===== src/rtl/pong_pkg.sv =====
// ============================================================================
// Module      : pong_pkg
// Description : Shared encodings for the pong ball-collision controller.
//               Holds the direction codes, the 3-bit collision codes, the
//               controller state enum and a saturating subtract helper.
//               The ball-motion block takes a 3-bit collision_type input so
//               that it matches these codes.
// Revision    : 1.0 - initial release
// ============================================================================
`default_nettype none

package pong_pkg;

    // Direction: bit1 = rightward, bit0 = downward
    localparam logic [1:0] c_DIR_UP_LEFT    = 2'b00;
    localparam logic [1:0] c_DIR_DOWN_LEFT  = 2'b01;
    localparam logic [1:0] c_DIR_UP_RIGHT   = 2'b10;
    localparam logic [1:0] c_DIR_DOWN_RIGHT = 2'b11;

    typedef enum logic [2:0] {
        COLL_NO       = 3'b000,
        COLL_L_PADDLE = 3'b001,
        COLL_R_PADDLE = 3'b010,
        COLL_TOP      = 3'b011,
        COLL_BOTTOM   = 3'b100
    } coll_t;

    typedef enum logic [2:0] {
        ST_SERVE     = 3'd0,
        ST_PLAY      = 3'd1,
        ST_COOLDOWN  = 3'd2,
        ST_MISS      = 3'd3,
        ST_GAME_OVER = 3'd4
    } state_t;

    // Unsigned 13-bit subtract that clamps at zero instead of wrapping
    function automatic logic [12:0] sat_sub(input logic [12:0] a, input logic [12:0] b);
        return (a > b) ? (a - b) : 13'd0;
    endfunction

endpackage

`default_nettype wire


===== src/rtl/paddle_hit_check.sv =====
// ============================================================================
// Module      : paddle_hit_check
// Description : Combinational paddle contact test. Flags when the ball's
//               leading edge lies inside the paddle's column window and the
//               ball centre is within reach of the paddle centre row.
//               Direction qualification and state masking are left to the
//               caller.
//   Parameters : IS_RIGHT      - 0 left paddle (edge = col-radius),
//                                1 right paddle (edge = col+radius)
//                FACE_COL      - outer face column of the paddle
//                PADDLE_WIDTH  - paddle thickness in columns
//                BALL_RADIUS   - ball half-width
//                PADDLE_HALF_H - paddle half-height
//   Ports      : i_ball_col, i_ball_row - ball centre
//                i_paddle_row           - paddle centre row
//                o_hit                  - contact geometry satisfied
// Revision    : 1.0 - initial release
// ============================================================================
`default_nettype none

module paddle_hit_check
    import pong_pkg::*;
#(
    parameter int IS_RIGHT      = 0,
    parameter int FACE_COL      = 20,
    parameter int PADDLE_WIDTH  = 10,
    parameter int BALL_RADIUS   = 4,
    parameter int PADDLE_HALF_H = 40
) (
    input  logic [11:0] i_ball_col,
    input  logic [11:0] i_ball_row,
    input  logic [11:0] i_paddle_row,
    output logic        o_hit
);

    // The left paddle spans [face, face+width]; the right one mirrors it
    localparam logic [12:0] c_WIN_LO    = (IS_RIGHT != 0) ? 13'(FACE_COL - PADDLE_WIDTH) : 13'(FACE_COL);
    localparam logic [12:0] c_WIN_HI    = (IS_RIGHT != 0) ? 13'(FACE_COL) : 13'(FACE_COL + PADDLE_WIDTH);
    localparam logic [12:0] c_ROW_REACH = 13'(PADDLE_HALF_H + BALL_RADIUS);
    localparam logic [12:0] c_RADIUS    = 13'(BALL_RADIUS);

    logic [12:0] w_col;
    logic [12:0] w_row;
    logic [12:0] w_prow;
    logic [12:0] w_edge;
    logic [12:0] w_row_dist;

    assign w_col  = {1'b0, i_ball_col};
    assign w_row  = {1'b0, i_ball_row};
    assign w_prow = {1'b0, i_paddle_row};

    // Leading edge of the ball facing this paddle
    generate
        if (IS_RIGHT != 0) begin : g_right_edge
            assign w_edge = w_col + c_RADIUS;
        end else begin : g_left_edge
            assign w_edge = sat_sub(w_col, c_RADIUS);
        end
    endgenerate

    assign w_row_dist = (w_row >= w_prow) ? (w_row - w_prow) : (w_prow - w_row);

    assign o_hit = (w_edge >= c_WIN_LO) && (w_edge <= c_WIN_HI) && (w_row_dist <= c_ROW_REACH);

endmodule

`default_nettype wire


===== src/rtl/ball_collision_ctrl.sv =====
// ============================================================================
// Module      : ball_collision_ctrl
// Description : Pong collision/score controller. On every frame tick it
//               checks the ball against the walls and both paddles, updates
//               the registered ball direction, pulses a collision code,
//               detects misses, keeps both scores and sequences serve and
//               game-over.
//   Ports : clk, rst_n (synchronous, active-low)
//           frame_tick                       - one-cycle pulse per ball step
//           ball_center_col/row              - ball centre position
//           l_paddle_row, r_paddle_row       - paddle centre rows
//           ball_direction [1:0]             - bit1 right, bit0 down
//           collision_type [2:0]             - one-cycle collision code
//           ball_reset                       - high while serving/game over
//           score_l, score_r [3:0]           - player scores
//           game_over                        - a score reached MAX_SCORE
//   Optional feature macro : BALL_COLLIS_SPIN_EN
//           When defined, a paddle hit sets the vertical direction from the
//           contact zone (upper third up, lower third down, middle kept).
// Revision    : 1.0 - initial release
// ============================================================================
`default_nettype none

module ball_collision_ctrl
    import pong_pkg::*;
#(
    parameter int DISP_COLS      = 800,
    parameter int DISP_ROWS      = 600,
    parameter int BALL_RADIUS    = 4,
    parameter int PADDLE_HALF_H  = 40,
    parameter int PADDLE_MARGIN  = 20,
    parameter int PADDLE_WIDTH   = 10,
    parameter int COOLDOWN_TICKS = 8,
    parameter int SERVE_TICKS    = 60,
    parameter int MAX_SCORE      = 9
) (
    input  logic        clk,
    input  logic        rst_n,
    input  logic        frame_tick,
    input  logic [11:0] ball_center_col,
    input  logic [11:0] ball_center_row,
    input  logic [11:0] l_paddle_row,
    input  logic [11:0] r_paddle_row,
    output logic [1:0]  ball_direction,
    output logic [2:0]  collision_type,
    output logic        ball_reset,
    output logic [3:0]  score_l,
    output logic [3:0]  score_r,
    output logic        game_over
);

    localparam int          c_CNT_MAX      = (SERVE_TICKS > COOLDOWN_TICKS) ? SERVE_TICKS : COOLDOWN_TICKS;
    localparam int          c_CNT_W        = $clog2(c_CNT_MAX + 1);
    localparam logic [c_CNT_W-1:0] c_SERVE_LOAD = c_CNT_W'(SERVE_TICKS);
    localparam logic [c_CNT_W-1:0] c_COOL_LOAD  = c_CNT_W'(COOLDOWN_TICKS);
    localparam logic [c_CNT_W-1:0] c_CNT_ONE    = c_CNT_W'(1);

    localparam logic [12:0] c_TOP_LIMIT    = 13'(BALL_RADIUS);
    localparam logic [12:0] c_BOTTOM_LIMIT = 13'(DISP_ROWS - 1 - BALL_RADIUS);
    localparam logic [12:0] c_LMISS_LIMIT  = 13'(BALL_RADIUS);
    localparam logic [12:0] c_RMISS_LIMIT  = 13'(DISP_COLS - 1 - BALL_RADIUS);
    localparam logic [3:0]  c_MAX_SCORE    = 4'(MAX_SCORE);
    localparam logic [3:0]  c_SCORE_ONE    = 4'd1;

    // ------------------------------------------------------------------
    // Registered state and outputs
    // ------------------------------------------------------------------
    state_t             r_state;
    logic [c_CNT_W-1:0] r_cnt;
    logic [1:0]         r_dir;
    coll_t              r_coll;
    logic               r_ball_reset;
    logic [3:0]         r_score_l;
    logic [3:0]         r_score_r;
    logic               r_game_over;
    logic               r_miss_left;

    // ------------------------------------------------------------------
    // Geometry
    // ------------------------------------------------------------------
    logic [12:0] w_col;
    logic [12:0] w_row;
    logic        w_l_raw;
    logic        w_r_raw;

    assign w_col = {1'b0, ball_center_col};
    assign w_row = {1'b0, ball_center_row};

    paddle_hit_check #(
        .IS_RIGHT      (0),
        .FACE_COL      (PADDLE_MARGIN),
        .PADDLE_WIDTH  (PADDLE_WIDTH),
        .BALL_RADIUS   (BALL_RADIUS),
        .PADDLE_HALF_H (PADDLE_HALF_H)
    ) u_l_check (
        .i_ball_col   (ball_center_col),
        .i_ball_row   (ball_center_row),
        .i_paddle_row (l_paddle_row),
        .o_hit        (w_l_raw)
    );

    paddle_hit_check #(
        .IS_RIGHT      (1),
        .FACE_COL      (DISP_COLS - 1 - PADDLE_MARGIN),
        .PADDLE_WIDTH  (PADDLE_WIDTH),
        .BALL_RADIUS   (BALL_RADIUS),
        .PADDLE_HALF_H (PADDLE_HALF_H)
    ) u_r_check (
        .i_ball_col   (ball_center_col),
        .i_ball_row   (ball_center_row),
        .i_paddle_row (r_paddle_row),
        .o_hit        (w_r_raw)
    );

    // Every check is direction-qualified so a ball already moving away is
    // never bounced twice.
    logic w_top;
    logic w_bottom;
    logic w_l_hit;
    logic w_r_hit;
    logic w_paddle_hit;
    logic w_l_miss;
    logic w_r_miss;

    assign w_top        = (w_row <= c_TOP_LIMIT)    && !r_dir[0];
    assign w_bottom     = (w_row >= c_BOTTOM_LIMIT) &&  r_dir[0];
    // Paddle checks are masked during cooldown
    assign w_l_hit      = (r_state == ST_PLAY) && !r_dir[1] && w_l_raw;
    assign w_r_hit      = (r_state == ST_PLAY) &&  r_dir[1] && w_r_raw;
    assign w_paddle_hit = w_l_hit || w_r_hit;
    assign w_l_miss     = (w_col <= c_LMISS_LIMIT) && !r_dir[1];
    assign w_r_miss     = (w_col >= c_RMISS_LIMIT) &&  r_dir[1];

`ifdef BALL_COLLIS_SPIN_EN
    localparam logic [12:0] c_THIRD = 13'(PADDLE_HALF_H / 3);

    logic [12:0] w_hit_prow;
    logic        w_spin_up;
    logic        w_spin_down;

    assign w_hit_prow  = w_l_hit ? {1'b0, l_paddle_row} : {1'b0, r_paddle_row};
    // Screen rows grow downward, so "upper" means a smaller row number
    assign w_spin_up   = (w_row + c_THIRD) < w_hit_prow;
    assign w_spin_down = w_row > (w_hit_prow + c_THIRD);
`endif

    // Direction and code for a tick with no miss. A paddle hit and a wall
    // hit on the same tick flip both bits; the paddle code is reported.
    logic [1:0] w_dir_next;
    coll_t      w_coll_next;

    always_comb begin
        w_dir_next  = r_dir;
        w_coll_next = COLL_NO;
        if (w_top) begin
            w_dir_next[0] = 1'b1;
            w_coll_next   = COLL_TOP;
        end else if (w_bottom) begin
            w_dir_next[0] = 1'b0;
            w_coll_next   = COLL_BOTTOM;
        end
        if (w_l_hit) begin
            w_dir_next[1] = 1'b1;
            w_coll_next   = COLL_L_PADDLE;
        end else if (w_r_hit) begin
            w_dir_next[1] = 1'b0;
            w_coll_next   = COLL_R_PADDLE;
        end
`ifdef BALL_COLLIS_SPIN_EN
        if (w_paddle_hit) begin
            if (w_spin_up) begin
                w_dir_next[0] = 1'b0;
            end else if (w_spin_down) begin
                w_dir_next[0] = 1'b1;
            end
        end
`endif
    end

    // Saturating score update for the player who won the point
    logic [3:0] w_old_score;
    logic [3:0] w_new_score;

    assign w_old_score = r_miss_left ? r_score_r : r_score_l;
    assign w_new_score = (w_old_score < c_MAX_SCORE) ? (w_old_score + c_SCORE_ONE) : w_old_score;

    // ------------------------------------------------------------------
    // Controller FSM
    // ------------------------------------------------------------------
    always_ff @(posedge clk) begin
        if (!rst_n) begin
            r_state      <= ST_SERVE;
            r_cnt        <= c_SERVE_LOAD;
            r_dir        <= c_DIR_DOWN_RIGHT;
            r_coll       <= COLL_NO;
            r_ball_reset <= 1'b1;
            r_score_l    <= 4'd0;
            r_score_r    <= 4'd0;
            r_game_over  <= 1'b0;
            r_miss_left  <= 1'b0;
        end else begin
            r_coll <= COLL_NO;
            case (r_state)
                ST_SERVE: begin
                    if (frame_tick) begin
                        // Play resumes on the tick that drains the counter
                        if (r_cnt <= c_CNT_ONE) begin
                            r_cnt        <= '0;
                            r_state      <= ST_PLAY;
                            r_ball_reset <= 1'b0;
                            r_dir[0]     <= ~r_dir[0];
                        end else begin
                            r_cnt <= r_cnt - c_CNT_ONE;
                        end
                    end
                end

                ST_PLAY, ST_COOLDOWN: begin
                    if (frame_tick) begin
                        if (w_l_miss || w_r_miss) begin
                            r_state     <= ST_MISS;
                            r_miss_left <= w_l_miss;
                        end else begin
                            r_dir  <= w_dir_next;
                            r_coll <= w_coll_next;
                            if (w_paddle_hit) begin
                                r_state <= ST_COOLDOWN;
                                r_cnt   <= c_COOL_LOAD;
                            end else if (r_state == ST_COOLDOWN) begin
                                if (r_cnt <= c_CNT_ONE) begin
                                    r_cnt   <= '0;
                                    r_state <= ST_PLAY;
                                end else begin
                                    r_cnt <= r_cnt - c_CNT_ONE;
                                end
                            end
                        end
                    end
                end

                ST_MISS: begin
                    if (r_miss_left) begin
                        r_score_r <= w_new_score;
                    end else begin
                        r_score_l <= w_new_score;
                    end
                    // Serve heads toward the player who conceded
                    r_dir[1]     <= ~r_miss_left;
                    r_ball_reset <= 1'b1;
                    if (w_new_score == c_MAX_SCORE) begin
                        r_state     <= ST_GAME_OVER;
                        r_game_over <= 1'b1;
                    end else begin
                        r_state <= ST_SERVE;
                        r_cnt   <= c_SERVE_LOAD;
                    end
                end

                ST_GAME_OVER: begin
                    r_ball_reset <= 1'b1;
                    r_game_over  <= 1'b1;
                end

                default: begin
                    r_state      <= ST_SERVE;
                    r_cnt        <= c_SERVE_LOAD;
                    r_ball_reset <= 1'b1;
                end
            endcase
        end
    end

    assign ball_direction = r_dir;
    assign collision_type = r_coll;
    assign ball_reset     = r_ball_reset;
    assign score_l        = r_score_l;
    assign score_r        = r_score_r;
    assign game_over      = r_game_over;

endmodule

`default_nettype wire

===== config.mk =====
export PLATFORM = sky130hd
export DESIGN_NAME = ball_collision_ctrl
export DESIGN_NICKNAME = d
export VERILOG_FILES = /design/src/rtl/pong_pkg.sv /design/src/rtl/paddle_hit_check.sv /design/src/rtl/ball_collision_ctrl.sv
export SDC_FILE = /design/constraint.sdc
export NUM_CORES = 1
export LEC_CHECK = 0
export CAP_MARGIN = 15
export CORE_ASPECT_RATIO = 0.75
export CORE_MARGIN = 2
export CORE_UTILIZATION = 30
export DETAILED_ROUTE_END_ITERATION = 8
export GPL_TIMING_DRIVEN = 0
export PLACE_DENSITY = 0.57
export SLEW_MARGIN = 30
export SYNTH_ARGS = -nofsm -noshare
export SYNTH_HDL_FRONTEND = slang
export SYNTH_HIERARCHICAL = 1
export SYNTH_SLANG_ARGS = --single-unit

===== constraint.sdc =====
create_clock -name clk -period 8 [get_ports clk]
set_input_delay 1.2 -clock clk [delete_from_list [all_inputs] [get_ports clk]]
set_output_delay 1.2 -clock clk [all_outputs]
set_load 0.01 [all_outputs]

======== Yosys cells after proc, flatten, opt, wreduce, memory -nomap -nowiden ========
Index checks and enable logic that the tools add are counted.
W data, S select, Z words.
word-level totals
  output and inout port bits .............. 15
  logic and storage cells ................. 129
  register bits after elaboration ......... 25
  input bits .............................. 51
cells by class
  mux-type cells .......................... 40
  $add $sub $neg .......................... 8
  equal/unequal tests ..................... 15
  bitwise operators ....................... 6
  $lt $le $gt $ge ......................... 15
  reductions and logical operators ........ 33
operators with widths
  cell                     number
  $sub A12 B12 Y13         4
  $mux W6                  7
  $mux W13                 3
  $le A13 B6 Y1 const B    2
  $ge A12 B10 Y1 const B   2
  $ge A12 B12 Y1           2
  $le A12 B3 Y1 const B    2
  $mux W3                  8
  $pmux W6 S4              1
  $add A12 B3 Y13 const B  1
  $ge A13 B10 Y1 const B   1
  $ge A13 B5 Y1 const B    1
  $le A13 B10 Y1 const B   1
  $le A13 B5 Y1 const B    1
  $sub A12 B3 Y13 const B  1
  $gt A12 B3 Y1 const B    1
  $logic_and A1 B1 Y1      12
  $ne A2 B2 Y1 const B     6
  $pmux W3 S4              1
  $reduce_and A6 Y1        2
  $mux W1                  10
  $ne A3 B3 Y1 const B     3
  $mux W2                  4
  $mux W4                  2
  22 further kinds         39

======== Logic depth before layout (Yosys ltp) ========
  depth in word-level cells ............... 11
  gate-level depth with buffers ........... 18
  depth with buffers taken out ............ 16

======== Modules after synthesis ========
Netlist, hierarchy kept.
modules (own cells, without submodules)
  module                        times used  sequential area each (um2)  cells an instance  area each (um2)
  ball_collision_ctrl           1           500.5                       203                1669.1
  paddle_hit_check (u_r_check)  1           0.0                         196                1443.9
  paddle_hit_check (u_l_check)  1           0.0                         172                1247.4

======== Worst setup path before layout ========
Ideal clock, no wire load.
  path type ............................... input-to-reg
  start ................................... input ball_center_row[1]
  end ..................................... register r_cnt[4]
  path slack .............................. 2.993 ns
  arrival time ............................ 4.886 ns
  setup time .............................. 0.121 ns
  data required time ...................... 7.879 ns
  stages .................................. 16
  buffers on the path ..................... 1
  path through ............................ inv_1 ha_1 nor2b_1 o31a_1 or2_2 a31o_2 a221o_1 a21oi_1 mux2_2 a2111oi_2 mux2i_1 nand2b_2 a21boi_1 or3b_1 buf_6 mux2i_1
between the ends
  longest elaborated chain between the ends .. 10
  elaborated cells on any way between the ends .. 21
  those cells by class .................... 4 x add/sub; 4 x order compare; 1 x eq/ne; 6 x mux; 6 x reduce/logical
RTL lines
  item                                                       line                        RTL
  from (decl)                                                ball_collision_ctrl.sv:41   input logic [11:0] ball_center_row,
  $sub A12 B12 Y13 / $ge A12 B12 Y1 (equally long branches)  paddle_hit_check.sv:61      assign w_row_dist = (w_row >= w_prow) ? (w_row - w_prow) : (w_prow - w_row);
  $mux W13 (*)                                               paddle_hit_check.sv:61
  $le A13 B6 Y1 (*)                                          paddle_hit_check.sv:63      assign o_hit = (w_edge >= c_WIN_LO) && (w_edge <= c_WIN_HI) && (w_row_dist <= c_ROW_REACH);
  $logic_and A1 B1 Y1 (*)                                    paddle_hit_check.sv:63
  via w_l_raw                                                ball_collision_ctrl.sv:83   logic w_l_raw;
  $logic_and A1 B1 Y1 (*)                                    ball_collision_ctrl.sv:128  assign w_l_hit = (r_state == ST_PLAY) && !r_dir[1] && w_l_raw;
  $logic_or A1 B1 Y1 (*)                                     ball_collision_ctrl.sv:130  assign w_paddle_hit = w_l_hit || w_r_hit;
  $mux W6                                                    ball_collision_ctrl.sv:226  if (w_paddle_hit) begin
  $mux W6                                                    ball_collision_ctrl.sv:220  if (w_l_miss || w_r_miss) begin
  $mux W6                                                    ball_collision_ctrl.sv:219  if (frame_tick) begin
  $pmux W6 S4                                                ball_collision_ctrl.sv:203  case (r_state)
  to (signal assigned)                                       ball_collision_ctrl.sv:213  r_cnt <= r_cnt - c_CNT_ONE;
  to (signal assigned)                                       ball_collision_ctrl.sv:228  r_cnt <= c_COOL_LOAD;
  to (signal assigned)                                       ball_collision_ctrl.sv:234  r_cnt <= r_cnt - c_CNT_ONE;
  to (decl)                                                  ball_collision_ctrl.sv:69   logic [c_CNT_W-1:0] r_cnt;
The timed path passes the listed nets; every way through them passes the cells marked *. The select of a mux whose other input is x is not followed.
A chain may end at the register's enable or synchronous reset.

======== Worst setup path in the final report ========
  start ................................... input ball_center_row[8]
  end ..................................... register r_cnt[0]
The elaborated chain is that of the path after synthesis.

==> flow_results.xml <==
<?xml version="1.0" encoding="UTF-8"?>
<metrics>
  <group name="yosys">
    <metric name="synth_simple_gate_area_frac" unit="">0.2459</metric>
    <metric name="synth-main-ff-cell" unit="">sky130_fd_sc_hd__dfxtp_1</metric>
    <metric name="synthTopCellsByCount" unit="">sky130_fd_sc_hd__inv_1 (67), sky130_fd_sc_hd__ha_1 (56), sky130_fd_sc_hd__nor2_1 (38)</metric>
    <metric name="synth_area_leaders" unit="">sky130_fd_sc_hd__ha_1 (16%), sky130_fd_sc_hd__dfxtp_1 (11%), sky130_fd_sc_hd__inv_1 (5.8%), sky130_fd_sc_hd__mux2i_1 (5.7%), sky130_fd_sc_hd__nor2_1 (3.3%)</metric>
    <metric name="netlist_area_before_placement" unit="um2">4360</metric>
    <metric name="synth-seq-area-share" unit="">0.1148</metric>
    <metric name="syn_inst" unit="">571</metric>
    <metric name="post-synth-top-count-cell" unit="">sky130_fd_sc_hd__inv_1</metric>
    <metric name="syn-mean-instance-area" unit="um2">7.636</metric>
    <metric name="synth_enable_flop_cells" unit="">0</metric>
    <metric name="post_synth_xor_area_fraction" unit="">0.04017</metric>
    <metric name="synth-compound-area-share" unit="">0.2832</metric>
    <metric name="synth-adder-area-share" unit="">0.1607</metric>
    <metric name="asyncSetResetFlopFracSynth" unit="">0</metric>
    <metric name="post_synth_mux_area_share" unit="">0.06772</metric>
    <metric name="synth_top_family_by_area" unit="">compound AO/OA/AOI/OAI gates</metric>
    <metric name="synth.ff_latch_count" unit="">25</metric>
    <metric name="ys.warnings.count" unit="">6</metric>
    <metric name="synth_top_cell_by_area" unit="">sky130_fd_sc_hd__ha_1</metric>
    <metric name="netlist-cell-type-count" unit="">90</metric>
    <metric name="synth.net_count" unit="">678</metric>
    <metric name="synth_top_area_frac" unit="">0.1607</metric>
  </group>
  <group name="job">
    <metric name="max_cap_viol_count" unit="">0</metric>
  </group>
  <group name="power">
    <metric name="p_leak" unit="nW">2.239</metric>
    <metric name="sw_frac_of_total" unit="">0.3736</metric>
    <metric name="p_int" unit="uW">307.8</metric>
    <metric name="pwr-share-seq" unit="">0.263</metric>
    <metric name="power_frac_clock" unit="">0.234</metric>
    <metric name="combPwrFrac" unit="">0.503</metric>
    <metric name="powerDensity" unit="nW/um2">92.01</metric>
    <metric name="p_sw" unit="uW">183.6</metric>
    <metric name="irDropWorstVdd" unit="mV">0.08280</metric>
  </group>
  <group name="route">
    <metric name="drc" unit="">0</metric>
    <metric name="drt_iter0_drc" unit="">403</metric>
    <metric name="number_of_nets_still_failing_antenna_checks_after_routing" unit="">0</metric>
    <metric name="number_of_iterations_in_the_first_detailed_routing_pass" unit="">5</metric>
    <metric name="drt-vias-per-instance" unit="">5.296</metric>
    <metric name="route.final.wire_length" unit="um">12110</metric>
    <metric name="wl_per_cell" unit="um">14.41</metric>
    <metric name="vias" unit="">4449</metric>
  </group>
  <group name="finish">
    <metric name="fillerInstances" unit="">1474</metric>
    <metric name="instances_no_fill" unit="">840</metric>
    <metric name="final_net_count" unit="">748</metric>
    <metric name="antenna_cells_inserted" unit="">0</metric>
    <metric name="final_layout_size_suffix_gt1_frac" unit="">0.07500</metric>
    <metric name="area_growth_syn_to_layout" unit="%">22.47</metric>
  </group>
  <group name="timing">
    <metric name="final_report_hold_violation_count" unit="">0</metric>
    <metric name="period_minus_slack" unit="ns">5.965</metric>
    <metric name="worst-slew-pin-transition" unit="ns">0.6202</metric>
    <metric name="clock-skew-final" unit="ns">0.005943</metric>
    <metric name="setup_violations_final" unit="">0</metric>
    <metric name="finalMaxSlewViolations" unit="">0</metric>
    <metric name="rsz0062_at_grt" unit="">false</metric>
    <metric name="slew_headroom" unit="">0.5865</metric>
    <metric name="final.period_utilization" unit="">0.7456</metric>
    <metric name="timing.fmax" unit="MHz">167.7</metric>
    <metric name="tns" unit="ns">0</metric>
  </group>
  <group name="global_route">
    <metric name="grt_usage" unit="">0.1546</metric>
    <metric name="grt_max_degree" unit="">14</metric>
    <metric name="grt_overflow_total" unit="">0</metric>
    <metric name="first_pass_grt_wire_length" unit="um">20180</metric>
    <metric name="number_of_global_route_vias_before_repair" unit="">4184</metric>
    <metric name="antenna_found_initial" unit="">0</metric>
  </group>
  <group name="clocking">
    <metric name="cts_sinks" unit="">25</metric>
    <metric name="buffers_inserted_by_post_cts_timing_repair" unit="">0</metric>
    <metric name="post_cts.resized_instances" unit="">0</metric>
    <metric name="worst_skew_pair.late_latency" unit="ns">0.27</metric>
    <metric name="cts_tree" unit="">built</metric>
    <metric name="htree_num_levels" unit="">1</metric>
    <metric name="clk_path_buf_depth" unit="">2</metric>
    <metric name="cts.clk_slew.worst_paths" unit="ns">0.07</metric>
    <metric name="ctsHoldBuffers" unit="">0</metric>
    <metric name="cts_made_buffers" unit="">3</metric>
    <metric name="cts_root_buf" unit="">sky130_fd_sc_hd__clkbuf_16</metric>
  </group>
  <group name="floorplan">
    <metric name="fp-row-count" unit="">38</metric>
    <metric name="chipWidth" unit="um">143.2</metric>
    <metric name="pin_count" unit="">66</metric>
    <metric name="die_area" unit="um2">15530</metric>
    <metric name="floorplan.core_area" unit="um2">14310</metric>
    <metric name="fp.dieH" unit="um">108.4</metric>
    <metric name="initial_utilization" unit="">0.3047</metric>
  </group>
  <group name="placed_design">
    <metric name="routabilityCongestion" unit="">0.8808</metric>
    <metric name="post-place-cells" unit="">836</metric>
    <metric name="place.port_buffers" unit="">65</metric>
    <metric name="dpl.hpwl" unit="um">9823</metric>
  </group>
  <group name="status">
    <metric name="run_status" unit="">complete, no violations</metric>
  </group>
  <group name="worst_setup_path">
    <metric name="timing.critical_path.required" unit="ns">8.15</metric>
    <metric name="timing.critical_path.arrival" unit="ns">6.12</metric>
    <metric name="endpoint_kind" unit="">flop</metric>
    <metric name="crit_fanout" unit="">7</metric>
    <metric name="cp-start-kind" unit="">input port</metric>
    <metric name="timing_worst_setup_path_type" unit="">in2reg</metric>
  </group>
  <group name="worst_hold_path">
    <metric name="min-delay-path-class" unit="">reg2reg</metric>
  </group>
</metrics>
-- worst max-delay path, cell delays in order --
cell and delay, ns:
sky130_fd_sc_hd__clkdlybuf4s50_1 0.64, sky130_fd_sc_hd__inv_1 0.08, sky130_fd_sc_hd__ha_1 0.29, sky130_fd_sc_hd__clkbuf_1 0.18, sky130_fd_sc_hd__nand4_1 0.19, sky130_fd_sc_hd__nor3_1 0.09
sky130_fd_sc_hd__o31ai_2 0.44, sky130_fd_sc_hd__nand3_1 0.41, sky130_fd_sc_hd__mux2i_1 0.30, sky130_fd_sc_hd__mux2i_1 0.26, sky130_fd_sc_hd__o211ai_1 0.13, sky130_fd_sc_hd__a2111oi_2 0.53
sky130_fd_sc_hd__mux2i_1 0.21, sky130_fd_sc_hd__nand2b_2 0.30, sky130_fd_sc_hd__a21boi_1 0.22, sky130_fd_sc_hd__or3b_1 0.38, sky130_fd_sc_hd__buf_6 0.15, sky130_fd_sc_hd__mux2i_1 0.12
-- through the flow --
step                setup WS [ns]  power, mW    util  hold slack [ns]  instance area (um2)
floorplan                   2.993     0.2994       -           0.4512                 4360
finish                      2.035     0.4913  0.3731           0.4625                 5340
global placement            1.748     0.3692  0.3676           0.4545                 5261
detailed placement          1.745     0.3751  0.3676           0.4600                 5261
global route                1.614     0.5229  0.3731           0.4946                 5340
CTS                         1.984     0.4900  0.3731           0.4708                 5340
-- cell usage in the layout, fill, tap and decap left out, types with 7 or more instances in the layout --
| cell type | n |
|---|---|
| sky130_fd_sc_hd__a211oi_1 | 7 |
| sky130_fd_sc_hd__a21o_1 | 10 |
| sky130_fd_sc_hd__a21oi_1 | 23 |
| sky130_fd_sc_hd__and2_1 | 9 |
| sky130_fd_sc_hd__clkdlybuf4s50_1 | 65 |
| sky130_fd_sc_hd__dfxtp_1 | 25 |
| sky130_fd_sc_hd__ha_1 | 56 |
| sky130_fd_sc_hd__inv_1 | 67 |
| sky130_fd_sc_hd__mux2i_1 | 25 |
| sky130_fd_sc_hd__nand2_1 | 35 |
| sky130_fd_sc_hd__nand3_1 | 18 |
| sky130_fd_sc_hd__nand4_1 | 10 |
| sky130_fd_sc_hd__nor2_1 | 38 |
| sky130_fd_sc_hd__nor2b_1 | 20 |
| sky130_fd_sc_hd__nor3_1 | 20 |
| sky130_fd_sc_hd__o21a_1 | 9 |
| sky130_fd_sc_hd__o21ai_0 | 18 |
| sky130_fd_sc_hd__xnor2_1 | 13 |
| sky130_fd_sc_hd__xor2_1 | 7 |
-- layout make-up --
type / count / area [um2] / share of cell area
timing repair buffer: 65 / 650.6 / 0.1218
buffer: 19 / 130.1 / 0.02437
sequential: 25 / 500.5 / 0.09372
clock buffer: 4 / 78.83 / 0.01476
multi-input combinational: 460 / 3478 / 0.6514
inverter: 67 / 251.5 / 0.04709
tap: 200 / 250.2 / 0.04686
-- state kept, by name, summed over array words and instances, names as in the netlist --
signal	flops
r_cnt	6
score_l	4
score_r	4
collision_type	3
r_state	3
ball_direction	2
ball_reset	1
game_over	1
r_miss_left	1
-- path summary, 6_finish.rpt --
kind / end / cells after the start / slack [ns] / from
hold / removal: game_over / 2 / 0.46 / game_over
hold reg to reg: game_over / 2 / 0.46 / game_over
setup / recovery: r_cnt[0] / 18 / 2.04 / ball_center_row[8]
setup reg to reg: r_cnt[0] / 10 / 5.39 / r_miss_left
-- power groups by stage --
stage / Combinational [mW] / Clock, mW / Sequential, mW
global route: 0.273 / 0.120 / 0.130
global placement: 0.237 / 0 / 0.132
floorplan: 0.168 / 0 / 0.131
detailed placement: 0.243 / 0 / 0.132
finish: 0.247 / 0.115 / 0.129
CTS: 0.245 / 0.116 / 0.129
-- kinds of logic after synthesis --
kind of cell	count (synthesis)
compound gates	158
xor+xnor	20
fa+ha+maj	56
buf+inv	86
flops	25
mux	29
simple gates	197
-- routing by layer --
| layer | vias up | track usage | part of all wire |
|---|---|---|---|
| li1 | 2227 | - | - |
| met4 | 0 | 0.02521 | 0.010 |
| met2 | 137 | 0.2645 | 0.47 |
| met3 | 10 | 0.01373 | 0.051 |
| met5 | - | 0 | 0 |
| met1 | 2075 | 0.2153 | 0.47 |
(Power assumes the default switching activity.)
